==> src/rtl/uart_tx_serializer_if.sv <==
// Byte handshake between a UART transmit producer and the serializer.
// The producer drives the data/valid pair; the serializer answers with ready.
interface uart_tx_serializer_if #(
  parameter int DATA_BITS = 8
) ();
  logic [DATA_BITS-1:0] tx_data;
  logic                 tx_valid;
  logic                 tx_ready;

  modport master (output tx_data, output tx_valid, input tx_ready);
  modport slave  (input tx_data, input tx_valid, output tx_ready);
endinterface

==> src/rtl/uart_tx_serializer.sv <==
// UART transmit serializer: one-word holding buffer in front of a start/data/parity/stop
// shifter that advances once per rising edge of the baud generator level.
module uart_tx_serializer #(
  parameter int DATA_BITS = 8,
  parameter int PARITY    = 0,
  parameter int STOP_BITS = 1
) (
  input  logic                clk,
  input  logic                reset_n,
  input  logic                baud_tick,
  uart_tx_serializer_if.slave bus,
  output logic                tx,
  output logic                tx_busy
);

  localparam int CW = (DATA_BITS > 1) ? $clog2(DATA_BITS) : 1;
  localparam logic [CW-1:0] LAST_DATA = CW'(DATA_BITS - 1);

  typedef enum logic [2:0] {
    ST_IDLE,
    ST_START,
    ST_DATA,
    ST_PAR,
    ST_STOP
  } state_t;

  state_t                state_q;
  logic                  tick_q;
  logic                  full_q;
  logic                  stop_q;
  logic [CW-1:0]         cnt_q;
  logic                  tx_q;
  logic                  busy_q;
  logic [DATA_BITS-1:0]  buf_q;
  logic [DATA_BITS-1:0]  shift_q;
  logic                  par_q;

  logic strobe;
  logic accept;
  logic stop_done;
  logic load;
  logic shift_en;

  // baud_tick is a level, so only its rising edge advances the line
  assign strobe    = baud_tick & ~tick_q;
  assign accept    = bus.tx_valid & ~full_q;
  assign stop_done = (STOP_BITS == 1) || stop_q;
  assign load      = strobe & full_q &
                     ((state_q == ST_IDLE) || ((state_q == ST_STOP) && stop_done));
  assign shift_en  = strobe & (state_q == ST_DATA) & (cnt_q != LAST_DATA);

  assign bus.tx_ready = ~full_q;
  assign tx           = tx_q;
  assign tx_busy      = busy_q;

  always_ff @(posedge clk or negedge reset_n) begin
    if (!reset_n) begin
      state_q <= ST_IDLE;
      tick_q  <= 1'b0;
      full_q  <= 1'b0;
      stop_q  <= 1'b0;
      cnt_q   <= '0;
      tx_q    <= 1'b1;
      busy_q  <= 1'b0;
    end else begin
      tick_q <= baud_tick;
      // accept and load are mutually exclusive: accept needs full_q low, load needs it high
      if (accept) begin
        full_q <= 1'b1;
      end
      if (load) begin
        full_q  <= 1'b0;
        tx_q    <= 1'b0;
        busy_q  <= 1'b1;
        state_q <= ST_START;
      end else if (strobe) begin
        case (state_q)
          ST_START: begin
            tx_q    <= shift_q[0];
            cnt_q   <= '0;
            state_q <= ST_DATA;
          end
          ST_DATA: begin
            if (cnt_q != LAST_DATA) begin
              cnt_q <= cnt_q + 1'b1;
              tx_q  <= shift_q[1];
            end else if (PARITY != 0) begin
              tx_q    <= par_q;
              state_q <= ST_PAR;
            end else begin
              tx_q    <= 1'b1;
              stop_q  <= 1'b0;
              state_q <= ST_STOP;
            end
          end
          ST_PAR: begin
            tx_q    <= 1'b1;
            stop_q  <= 1'b0;
            state_q <= ST_STOP;
          end
          ST_STOP: begin
            if (!stop_done) begin
              stop_q <= 1'b1;
            end else begin
              tx_q    <= 1'b1;
              busy_q  <= 1'b0;
              state_q <= ST_IDLE;
            end
          end
          default: state_q <= ST_IDLE;
        endcase
      end
    end
  end

  // Data registers carry no reset; full_q and the FSM decide whether they are meaningful
  always_ff @(posedge clk) begin
    if (accept) begin
      buf_q <= bus.tx_data;
    end
    if (load) begin
      shift_q <= buf_q;
      par_q   <= (^buf_q) ^ (PARITY == 1);
    end else if (shift_en) begin
      shift_q <= shift_q >> 1;
    end
  end

endmodule

==> src/flat_wrapper.sv <==
// flat-port wrapper written by rule: the top's interface ports become plain ports
module uart_tx_serializer_flat 
#(
  parameter int DATA_BITS = 8,
  parameter int PARITY    = 0,
  parameter int STOP_BITS = 1
)
  (clk, reset_n, baud_tick, tx, tx_busy, bus_tx_data, bus_tx_valid, bus_tx_ready);
  uart_tx_serializer_if #(.DATA_BITS(DATA_BITS)) bus_i ();
  input  logic clk;
  input  logic reset_n;
  input  logic baud_tick;
  output logic tx;
  output logic tx_busy;
  input wire logic [$bits(bus_i.tx_data)-1:0] bus_tx_data;
  input wire logic [$bits(bus_i.tx_valid)-1:0] bus_tx_valid;
  output wire logic [$bits(bus_i.tx_ready)-1:0] bus_tx_ready;
  assign bus_i.tx_data = bus_tx_data;
  assign bus_i.tx_valid = bus_tx_valid;
  assign bus_tx_ready = bus_i.tx_ready;
  uart_tx_serializer #(.DATA_BITS(DATA_BITS), .PARITY(PARITY), .STOP_BITS(STOP_BITS)) u_core (.clk(clk), .reset_n(reset_n), .baud_tick(baud_tick), .bus(bus_i), .tx(tx), .tx_busy(tx_busy));
endmodule
==> config.mk <==
export PLATFORM = sky130hd
export DESIGN_NAME = uart_tx_serializer_flat
export DESIGN_NICKNAME = d
export VERILOG_FILES = /design/src/rtl/uart_tx_serializer_if.sv /design/src/rtl/uart_tx_serializer.sv /design/src/flat_wrapper.sv
export SDC_FILE = /design/constraint.sdc
export NUM_CORES = 1
export LEC_CHECK = 0
export CAP_MARGIN = 5
export CORE_MARGIN = 3
export CORE_UTILIZATION = 52
export CTS_BUF_LIST = sky130_fd_sc_hd__clkbuf_4 sky130_fd_sc_hd__clkbuf_8 sky130_fd_sc_hd__clkbuf_16
export DETAILED_ROUTE_END_ITERATION = 6
export PLACE_DENSITY = 0.73
export REMOVE_ABC_BUFFERS = 1
export SETUP_SLACK_MARGIN = 0.05
export SLEW_MARGIN = 25
export SYNTH_ARGS = -nofsm -noshare
export SYNTH_HDL_FRONTEND = slang
export SYNTH_SLANG_ARGS = --single-unit
==> constraint.sdc <==
create_clock -name clk -period 2.6 [get_ports clk]
set_input_delay 0.26 -clock clk [delete_from_list [all_inputs] [get_ports clk]]
set_output_delay 0.26 -clock clk [all_outputs]
set_load 0.05 [all_outputs]
==> key figures, run 1 <==
Status
  – Status: finished, final reports clean

Detailed routing
  – Routed WL: 1753 um
  – Final ANT Viol Nets: 0
  – Via count: 651
  – DRC viols: 0
  – DR iter-0 viols: 12
  – Initial DRT Pass Iterations: 3
  – Drt wl/cell: 14.25 um
  – Via/cell ratio: 5.293

Critical path
  – Max stage delay cell, worst path: clkdlybuf4s50_1
  – Critical path required time: 2.34 ns
  – Largest incremental delay on the critical path: 0.80 ns
  – Buf+Inv Stages, Crit Path: 1
  – CP Capture Type: output pin
  – Max FO, Critical Path: 3
  – Setup slack, reg-to-reg: 0.85 ns
  – Setup crit start kind: register
  – CP delay by family, top: buffers and inverters
  – Crit path cell chain: clkdlybuf4s50_1
  – WS Path Type: register to output pin
  – Critical Path AT: 1.68 ns

Clock tree
  – Clock sink total: 26
  – Total number of H-tree levels: 1
  – Clock transition at path regs: 0.14 ns
  – Worst-Skew Late Latency: 0.31 ns
  – # hold bufs at CTS: 0
  – Post-cts sizing count: 0
  – Post-CTS Repair Setup Buffers: 0
  – Num CTS Buffers: 3
  – Clock Tree Buf Depth: 2
  – CTS root buffer: clkbuf_4
  – CTS tree: built

STA
  – Final hold violation count: 0
  – Fmax achieved: 515.8 MHz
  – Final min period: 1.939 ns
  – Transition time of the tightest slew-check pin: 0.7035 ns
  – Final period utilization: 74.57%
  – Skew final: 0.002503 ns
  – RSZ-0062 raised after global routing: false
  – Pins Over Slew Limit: 0
  – Final setup fails: 0
  – Hold WS: 0.2374 ns
  – Worst setup margin: 0.6611 ns
  – Worst slew margin: 53.00%
  – Setup TNS Final: 0 ns

Global route
  – All-Layer GR Usage: 14.93%
  – Largest net degree at the start of global routing: 16
  – Global route overflow: 0
  – First-pass GRT wire length: 2973 um
  – Antenna violations before repair: 0
  – Vias in the first global route: 674

Logic synthesis
  – Mapped cell area: 1130 um^2
  – Synth top area cells: edfxtp_1, dfrtp_1, mux2_2
  – Register bit total from synthesis: 26
  – Top cell type's share of synthesized area: 42.52%
  – Cell variety after synth: 30
  – Cells after synthesis: 80
  – Register area share after synthesis: 64.78%
  – Syn Area/Cell: 14.12 um^2
  – Cell taking the most area after synthesis: edfxtp_1
  – Warnings from Yosys: 0

Die
  – Die Y: 52.61 um
  – FP Rows: 16
  – CORE AREA: 2002 um^2
  – Area of the die: 2768 um^2
  – Initial core utilization: 56.44%
  – Io pins: 15
  – Die X: 52.61 um

Layout
  – Final non-filler cell total: 123
  – Most frequent cells in the layout: edfxtp_1, clkdlybuf4s50_1, dfrtp_1
  – NumNets Final: 111
  – Share of layout cells above drive strength 1: 17.71%
  – Diode count: 0
  – Area growth syn-to-layout: 18.83%
  – Most common cell after layout, fill and taps aside: edfxtp_1

Pwr
  – Clk pwr share: 21.2%
  – Leakage: 0.0005336 uW
  – Sw frac: 32.00%
  – Reg power frac: 49.7%
  – Pint: 873.2 uW
  – Logic pwr share: 29.1%
  – NetSw: 411.0 uW
  – Power per Cell Area: 956.6 nW/um^2
  – Peak VDD IR: 0.5916 mV

Place
  – Placed cell count: 119
  – DP Worst Slack: 0.6398 ns
  – Routability cong.: 0.8154
  – Buffers on Ports: 14

Min path
  – HP Class: input port to asynchronous set/reset pin

Run
  – Max_cap viols: 0
sequential cells by signal (all words and copies together) (netlist names):
signal,count
u_core.cnt_q,3
u_core.tx,1
u_core.buf_q,8
u_core.full_q,1
u_core.shift_q,8
u_core.state_q,3
u_core.tick_q,1
u_core.tx_busy,1
routing by layer:
layer,GRT usage (%),part of all wire [%],routed length (um),vias to the layer above
met1,19.78,47,823,317
met3,3.419,3.8,66,2
met5,0,0,0,-
li1,-,-,-,321
met2,24.59,48,847,11
met4,3.830,0.80,14,0
cell type report:
| class | instances | area [um^2] |
|---|---|---|
| repair buffers | 15 | 147.6 |
| flip-flops and latches | 26 | 732.0 |
| clock inverters | 1 | 30.03 |
| clock buffers | 3 | 22.52 |
| fillers | 156 | 659.4 |
| inverters | 4 | 15.01 |
| multi-input cells | 47 | 361.6 |
| well taps | 27 | 33.78 |
stage by stage:
step                instance area, um^2  utilization, %  power (uW)
floorplan                          1109               -       897.7
global placement                   1290           64.44        1005
detailed placement                 1290           64.44        1022
CTS                                1343           67.06        1296
global route                       1343           67.06        1370
finish                             1343           67.06        1284
power by group through the flow:
| stage | combinational (uW) | clock (uW) | sequential (uW) |
|---|---|---|---|
| 2_1_floorplan | 219 | 0 | 679 |
| 3_3_place_gp | 363 | 0 | 642 |
| 3_5_place_dp | 378 | 0 | 644 |
| 4_1_cts | 382 | 276 | 637 |
| 5_1_grt | 418 | 298 | 655 |
| 6_report | 374 | 273 | 638 |
Yosys cell counts:
| master | count |
|---|---|
| edfxtp_1 | 16 |
| nor3b_2 | 1 |
| buf_6 | 1 |
| inv_1 | 4 |
| nor2b_1 | 4 |
| dfstp_2 | 1 |
| a21oi_1 | 2 |
| a21o_1 | 1 |
| nand3_2 | 1 |
| dfrtp_1 | 9 |
| o21ai_0 | 1 |
| and2_1 | 1 |
| buf_2 | 2 |
| a221oi_2 | 1 |
| mux2_1 | 1 |
| nor3b_1 | 2 |
| nand3_1 | 1 |
| a22o_1 | 2 |
| and3_1 | 1 |
| o21ai_2 | 1 |
| mux2i_1 | 3 |
| nor3_1 | 1 |
| mux2_2 | 7 |
| o211ai_1 | 1 |
| nand2b_1 | 1 |
| ha_1 | 2 |
| or3b_1 | 1 |
| o31ai_1 | 1 |
| nand2_1 | 6 |
| nor2_1 | 4 |
final timing paths:
kind / startpoint / cells after the start / to
max reg2reg: u_core.cnt_q[0] / 5 / u_core.cnt_q[0]
min reg2reg: u_core.tx_busy / 1 / u_core.tx_busy
min: reset_n / 1 / u_core.state_q[2]
max in group asynchronous: reset_n / 1 / u_core.tx
min in group clk: baud_tick / 1 / u_core.tick_q
max: u_core.tx / 1 / tx
cells by family after synthesis:
kind of cell    share of synthesized area [%]
simple gates                            12.18
compound gates                          6.977
mux                                     10.63
fa+ha+maj                               2.214
buf+inv                                 3.211
flops                                   64.78
Power figures use the tool's default switching activity.
==> run 2, diff against run 1 <==
clock period = 2 ns   (was 2.6 ns; I/O delays follow)
==> run 2 against run 1 <==
Effect of this change: global-route usage is 0.46 points higher; clock skew up 0.00097 ns; critical path type unchanged; largest power group unchanged; non-clock buffer count grew 3; critical path depth unchanged; design area up 1.9%.
==> key figures, run 2 (synthesis results as in run 1) <==
Status
  – Status: finished, final reports clean

Layout
  – Area growth syn-to-layout: 21.04%
  – Fin util: 68.31% (+1.2 points)
  – Diode count: 0 (unchanged)
  – Cell area after layout: 1368 um^2 (+1.9%)
  – Biggest regs: u_core.buf_q: 8 flops, u_core.shift_q: 8 flops
  – NumNets Final: 114 (+2.7%)
  – Multi-input combinational cell area: 361.6 um^2 (unchanged)
  – Share of layout cells above drive strength 1: 20.20% (+2.5 points)
  – Most common cell after layout, fill and taps aside: edfxtp_1
  – Fill cells: 145 (-7.1%)
  – Most frequent cells in the layout: edfxtp_1, clkdlybuf4s50_1, dfrtp_1
  – Reg area: 732.0 um^2 (unchanged)

Critical path
  – Critical path required time: 1.80 ns (-0.54 ns)
  – Crit path cell chain: clkdlybuf4s50_1
  – CP Capture Type: output pin
  – Setup crit start kind: register
  – CP delay by family, top: buffers and inverters
  – WS Path Type: register to output pin
  – Critical Path AT: 1.68 ns (about the same)
  – Setup slack, reg-to-reg: 0.29 ns (-0.56 ns)
  – Buf+Inv Stages, Crit Path: 1 (unchanged)
  – Largest incremental delay on the critical path: 0.80 ns (about the same)
  – FF-to-FF Start: u_core.cnt_q[0]
  – RR Endpoint: u_core.cnt_q[0]
  – Max stage delay cell, worst path: clkdlybuf4s50_1
  – Worst Reg-to-Reg Cells: 5 (unchanged)
  – Max FO, Critical Path: 3 (unchanged)

Place
  – Placement Cell Area: 1313 um^2 (+1.7%)
  – Routability cong.: 0.8308 (+1.9%)
  – HPWL after detailed placement: 1304 um
  – DP Worst Slack: 0.2447 ns (-0.3950 ns)
  – Buffers on Ports: 14 (unchanged)

Detailed routing
  – DR iter-0 viols: 7 (-5)
  – DRC viols: 0 (unchanged)
  – Final ANT Viol Nets: 0 (unchanged)
  – Routed WL: 1748 um (-0.29%)
  – Initial DRT Pass Iterations: 4 (+1)
  – Via count: 659 (+1.2%)
  – Via/cell ratio: 5.230 (-1.2%)
  – Drt wl/cell: 13.87 um (-2.7%)

Clock tree
  – Worst-Skew Late Latency: 0.32 ns (about the same)
  – CTS tree: built
  – Clock transition at path regs: 0.13 ns (about the same)
  – Total number of H-tree levels: 1 (unchanged)
  – CTS root buffer: clkbuf_4
  – Clock Tree Buf Depth: 2 (unchanged)
  – Clock sink total: 26 (unchanged)
  – # hold bufs at CTS: 0 (unchanged)
  – Num CTS Buffers: 3 (unchanged)
  – Post-CTS Repair Setup Buffers: 0 (unchanged)

Global route
  – Largest net degree at the start of global routing: 16 (unchanged)
  – Met2 Use GR: 25.62% (+1.0 points)
  – Met1 usage: 19.11% (-0.67 points)
  – Vias in the first global route: 701 (+4.0%)
  – Met3 Use GR: 2.564% (-0.85 points)
  – First-pass GRT wire length: 3022 um (+1.6%)
  – All-Layer GR Usage: 15.38% (+0.46 points)
  – Global route overflow: 0 (unchanged)
  – Antenna violations before repair: 0 (unchanged)
  – Most Crowded Layer GR: met2

Die
  – Die X: 52.61 um (unchanged)
  – Initial core utilization: 56.44% (unchanged)
  – Io pins: 15 (unchanged)
  – FP Rows: 16 (unchanged)
  – Area of the die: 2768 um^2 (unchanged)
  – Die Y: 52.61 um (unchanged)
  – CORE AREA: 2002 um^2 (unchanged)

Pwr
  – Peak VDD IR: 0.7996 mV (+35%)
  – Logic pwr share: 29.4% (+0.3 points)
  – Sw frac: 31.79% (-0.21 points)
  – Clk pwr share: 21.3% (about the same)
  – Power per Cell Area: 1225 nW/um^2 (+28%)
  – NetSw: 532.6 uW (+30%)
  – Reg power frac: 49.3% (-0.4 points)
  – Pint: 1143 uW (+31%)
  – Leakage: 0.0005646 uW (+5.8%)

STA
  – Final hold violation count: 0 (unchanged)
  – Transition time of the tightest slew-check pin: 0.5038 ns (-0.1997 ns)
  – Setup TNS Final: 0 ns (unchanged)
  – Skew final: 0.003471 ns (+0.0009677 ns)
  – Fmax achieved: 531.5 MHz
  – RSZ-0062 raised after global routing: false
  – Worst setup margin: 0.1184 ns (-0.5428 ns)
  – Final period utilization: 94.08%
  – Final setup fails: 0 (unchanged)
  – Pins Over Slew Limit: 0 (unchanged)
  – Final min period: 1.882 ns
  – Worst slew margin: 66.36% (+13 points)

Run
  – Max_cap viols: 0 (unchanged)

Min path
  – HP Class: input port to asynchronous set/reset pin
## run 2: worst max path at each step
stage,start,depth (start not counted),slack [ns],to
floorplan,u_core.cnt_q[0],5,0.09,u_core.shift_q[0]
global placement,baud_tick,4,0.25,u_core.shift_q[2]
detailed placement,baud_tick,4,0.24,u_core.shift_q[5]
CTS,u_core.full_q,2,0.08,bus_tx_ready
global route,u_core.tx,1,0.05,tx
finish,u_core.tx,1,0.12,tx
## run 2: per-stage QoR
stage	cells	hold WS, ns	total power [uW]
after floorplan	77	-0.09559	1167
after global placement	122	0.4694	1320
after detailed placement	122	0.4701	1336
after CTS	126	0.1715	1698
after global routing	126	0.1926	1783
final	126	0.1747	1675
## run 2: layout make-up
class	instances	area share (%)
Clock buffer	3	1.647
Clock inverter	1	2.196
Inverter	4	1.098
Multi-Input combinational cell	47	26.44
Sequential cell	26	53.52
Tap cell	27	2.470
Timing Repair Buffer	18	12.63
## run 2: routing by layer
layer / share of wire, % / vias to the layer above
met4: 1.9 / 0
met5: 0 / -
met3: 3.1 / 2
met1: 48 / 318
li1: - / 328
met2: 47 / 11
## run 2: repair_timing
item                       in CTS  in global routing
hold endpoints to repair        0                  0
setup endpoints to repair       0                  1
gates resized for setup         0                  1
## run 2: power by group through the flow
| stage | Combinational, uW | Clock [uW] | Sequential [uW] |
|---|---|---|---|
| 2_1_floorplan | 285 | 0 | 882 |
| 3_3_place_gp | 488 | 0 | 832 |
| 3_5_place_dp | 497 | 0 | 839 |
| 4_1_cts | 500 | 372 | 826 |
| 5_1_grt | 544 | 389 | 850 |
| 6_report | 492 | 357 | 826 |
==> run 3, diff against run 2 <==
--- a/constraint.sdc
+++ b/constraint.sdc
@@ -3,2 +3,2 @@
 set_output_delay 0.2 -clock clk [all_outputs]
-set_load 0.05 [all_outputs]
+set_load 0.1 [all_outputs]
==> run 3 against run 2 <==
Effect of this change: clock skew is 0.0034 ns higher; die area did not move; sequential share of layout area grew 0.39 points; cell count did not move; via count shrank 0.76%; design area shrank 0.73%; combinational power grew 20%; clock-buffer cell count stayed put; total power rose by 5.3%; global-route usage decreased by 0.79 points; flip-flop and latch count unchanged; wire length down 3.7%; critical endpoint is now u_core.cnt_q[0].
==> key figures, run 3 (synthesis results as in run 1) <==
Layout
  – Area growth syn-to-layout: 20.15%
  – Fill cells: 157 (+8.3%)
  – Cell area after layout: 1358 um^2 (-0.73%)
  – Most frequent cells in the layout: edfxtp_1, clkdlybuf4s50_1, dfrtp_1
  – Most common cell after layout, fill and taps aside: edfxtp_1
  – Share of layout cells above drive strength 1: 23.23% (+3.0 points)
  – Biggest regs: u_core.buf_q: 8 flops, u_core.shift_q: 8 flops
  – Diode count: 0 (unchanged)
  – NumNets Final: 114 (unchanged)

Critical path
  – Max FO, Critical Path: 4 (+1)
  – Worst Reg-to-Reg Cells: 5 (unchanged)
  – Setup crit start kind: register
  – Crit path depth: 5 (+4)
  – Buf+Inv Stages, Crit Path: 0 (-1)
  – WS Path Type: register to register
  – Crit path cell chain: ha_1 > ha_1 > nor3b_1 > o21ai_2 > mux2_1
  – Crit path from: u_core.cnt_q[0]
  – Critical Path AT: 1.96 ns (+0.28 ns)
  – CP Capture Type: register
  – RR Endpoint: u_core.cnt_q[0]
  – CP delay by family, top: adder cells
  – FF-to-FF Start: u_core.cnt_q[0]
  – Max stage delay cell, worst path: dfrtp_1
  – Crit path top cell by count: ha_1
  – Setup slack, reg-to-reg: 0.26 ns (-0.03 ns)
  – Critical path required time: 2.22 ns (+0.42 ns)
  – Critical Path End: u_core.cnt_q[0]
  – Largest incremental delay on the critical path: 0.42 ns (-0.38 ns)

Clock tree
  – Worst-Skew Late Latency: 0.32 ns (about the same)
  – Clock transition at path regs: 0.13 ns (about the same)
  – # hold bufs at CTS: 0 (unchanged)
  – Post-cts sizing count: 0 (unchanged)
  – Num CTS Buffers: 3 (unchanged)
  – Clock Tree Buf Depth: 2 (unchanged)
  – CTS root buffer: clkbuf_4
  – CTS tree: built
  – Post-CTS Repair Setup Buffers: 0 (unchanged)
  – Total number of H-tree levels: 1 (unchanged)
  – Clock sink total: 26 (unchanged)

Status
  – Status: finished, final reports clean

Global route
  – Global route overflow: 0 (unchanged)
  – First-pass GRT wire length: 2877 um (-4.8%)
  – Vias in the first global route: 665 (-5.1%)
  – Largest net degree at the start of global routing: 16 (unchanged)
  – All-Layer GR Usage: 14.60% (-0.79 points)
  – Antenna violations before repair: 0 (unchanged)

STA
  – Final hold violation count: 0 (unchanged)
  – Final min period: 1.739 ns (-0.1431 ns)
  – Skew final: 0.006913 ns (+0.003443 ns)
  – Setup TNS Final: 0 ns (unchanged)
  – Fmax achieved: 575.2 MHz (+8.2%)
  – Final period utilization: 86.93% (-7.2 points)
  – RSZ-0062 raised after global routing: false
  – Worst slew margin: 69.41% (+3.0 points)
  – Pins Over Slew Limit: 0 (unchanged)
  – Transition time of the tightest slew-check pin: 0.4575 ns (-0.04629 ns)
  – Final setup fails: 0 (unchanged)

Pwr
  – Peak VDD IR: 1.058 mV (+32%)
  – Leakage: 0.0005515 uW (-2.3%)
  – Power per Cell Area: 1300 nW/um^2 (+6.1%)
  – Total power: 1764 uW (+5.3%)

Detailed routing
  – Initial DRT Pass Iterations: 4 (unchanged)
  – DR iter-0 viols: 11 (+4)
  – Via/cell ratio: 5.190 (-0.76%)
  – Drt wl/cell: 13.37 um (-3.7%)
  – Via count: 654 (-0.76%)
  – Routed WL: 1684 um (-3.7%)
  – DRC viols: 0 (unchanged)
  – Final ANT Viol Nets: 0 (unchanged)

Place
  – Routability cong.: 0.8526 (+2.6%)
  – Buffers on Ports: 14 (unchanged)
  – Placement Cell Area: 1305 um^2 (-0.57%)
  – HPWL after detailed placement: 1252 um (-3.9%)

Die
  – Die Y: 52.61 um (unchanged)
  – CORE AREA: 2002 um^2 (unchanged)
  – Die X: 52.61 um (unchanged)
  – Area of the die: 2768 um^2 (unchanged)
  – FP Rows: 16 (unchanged)
  – Io pins: 15 (unchanged)
  – Initial core utilization: 56.44% (unchanged)

Min path
  – HP Class: input port to asynchronous set/reset pin

Run
  – Max_cap viols: 0 (unchanged)
==> run 3: worst reg2reg max path: cells and delay by family, from the launching register on <==
family	cells	cell delay, ns
AOI/OAI and AO/OA	1	0.14
adders and majority gates	2	0.42
DFF	1	0.42
muxes	1	0.32
and+or+nand+nor	1	0.33
==> run 3: worst min-delay path by stage <==
stage,cells after the start,to
global placement,1,u_core.tx_busy
detailed placement,1,u_core.tx_busy
global route,1,u_core.cnt_q[0]
floorplan,0,u_core.cnt_q[0]
finish,1,u_core.cnt_q[0]
CTS,1,u_core.cnt_q[0]
==> run 3: final cells by class <==
cell class              instances  area [um^2]  area share, %
flip-flops and latches         26        732.0          53.92
multi-input cells              47        361.6          26.64
repair buffers                 18        162.7          11.98
well taps                      27        33.78          2.488
clock inverters                 1        30.03          2.212
clock buffers                   3        22.52          1.659
inverters                       4        15.01          1.106
==> run 3: power by group <==
part           internal, uW  switching (uW)  leakage [uW]
combinational           218             370      0.000256
clock                   203             150     0.0000279
sequential              712             111      0.000268
==> run 3: routing by layer <==
layer	global-route usage [%]	vias to the layer above	routed length, um
li1	-	328	-
met1	19.11	309	778
met2	22.31	15	800
met3	5.698	2	96
met4	4.255	0	9
met5	0	-	0
==> run 3: per-stage QoR <==
stage / instances / util [%] / setup slack, ns / hold WS, ns
global route: 126 / 67.81 / 0.1552 / 0.1697
detailed placement: 122 / 65.19 / 0.2406 / 0.4707
finish: 126 / 67.81 / 0.2615 / 0.1743
floorplan: 77 / - / 0.08862 / -0.09559
global placement: 122 / 65.19 / 0.2536 / 0.4697
CTS: 126 / 67.81 / 0.2636 / 0.1739
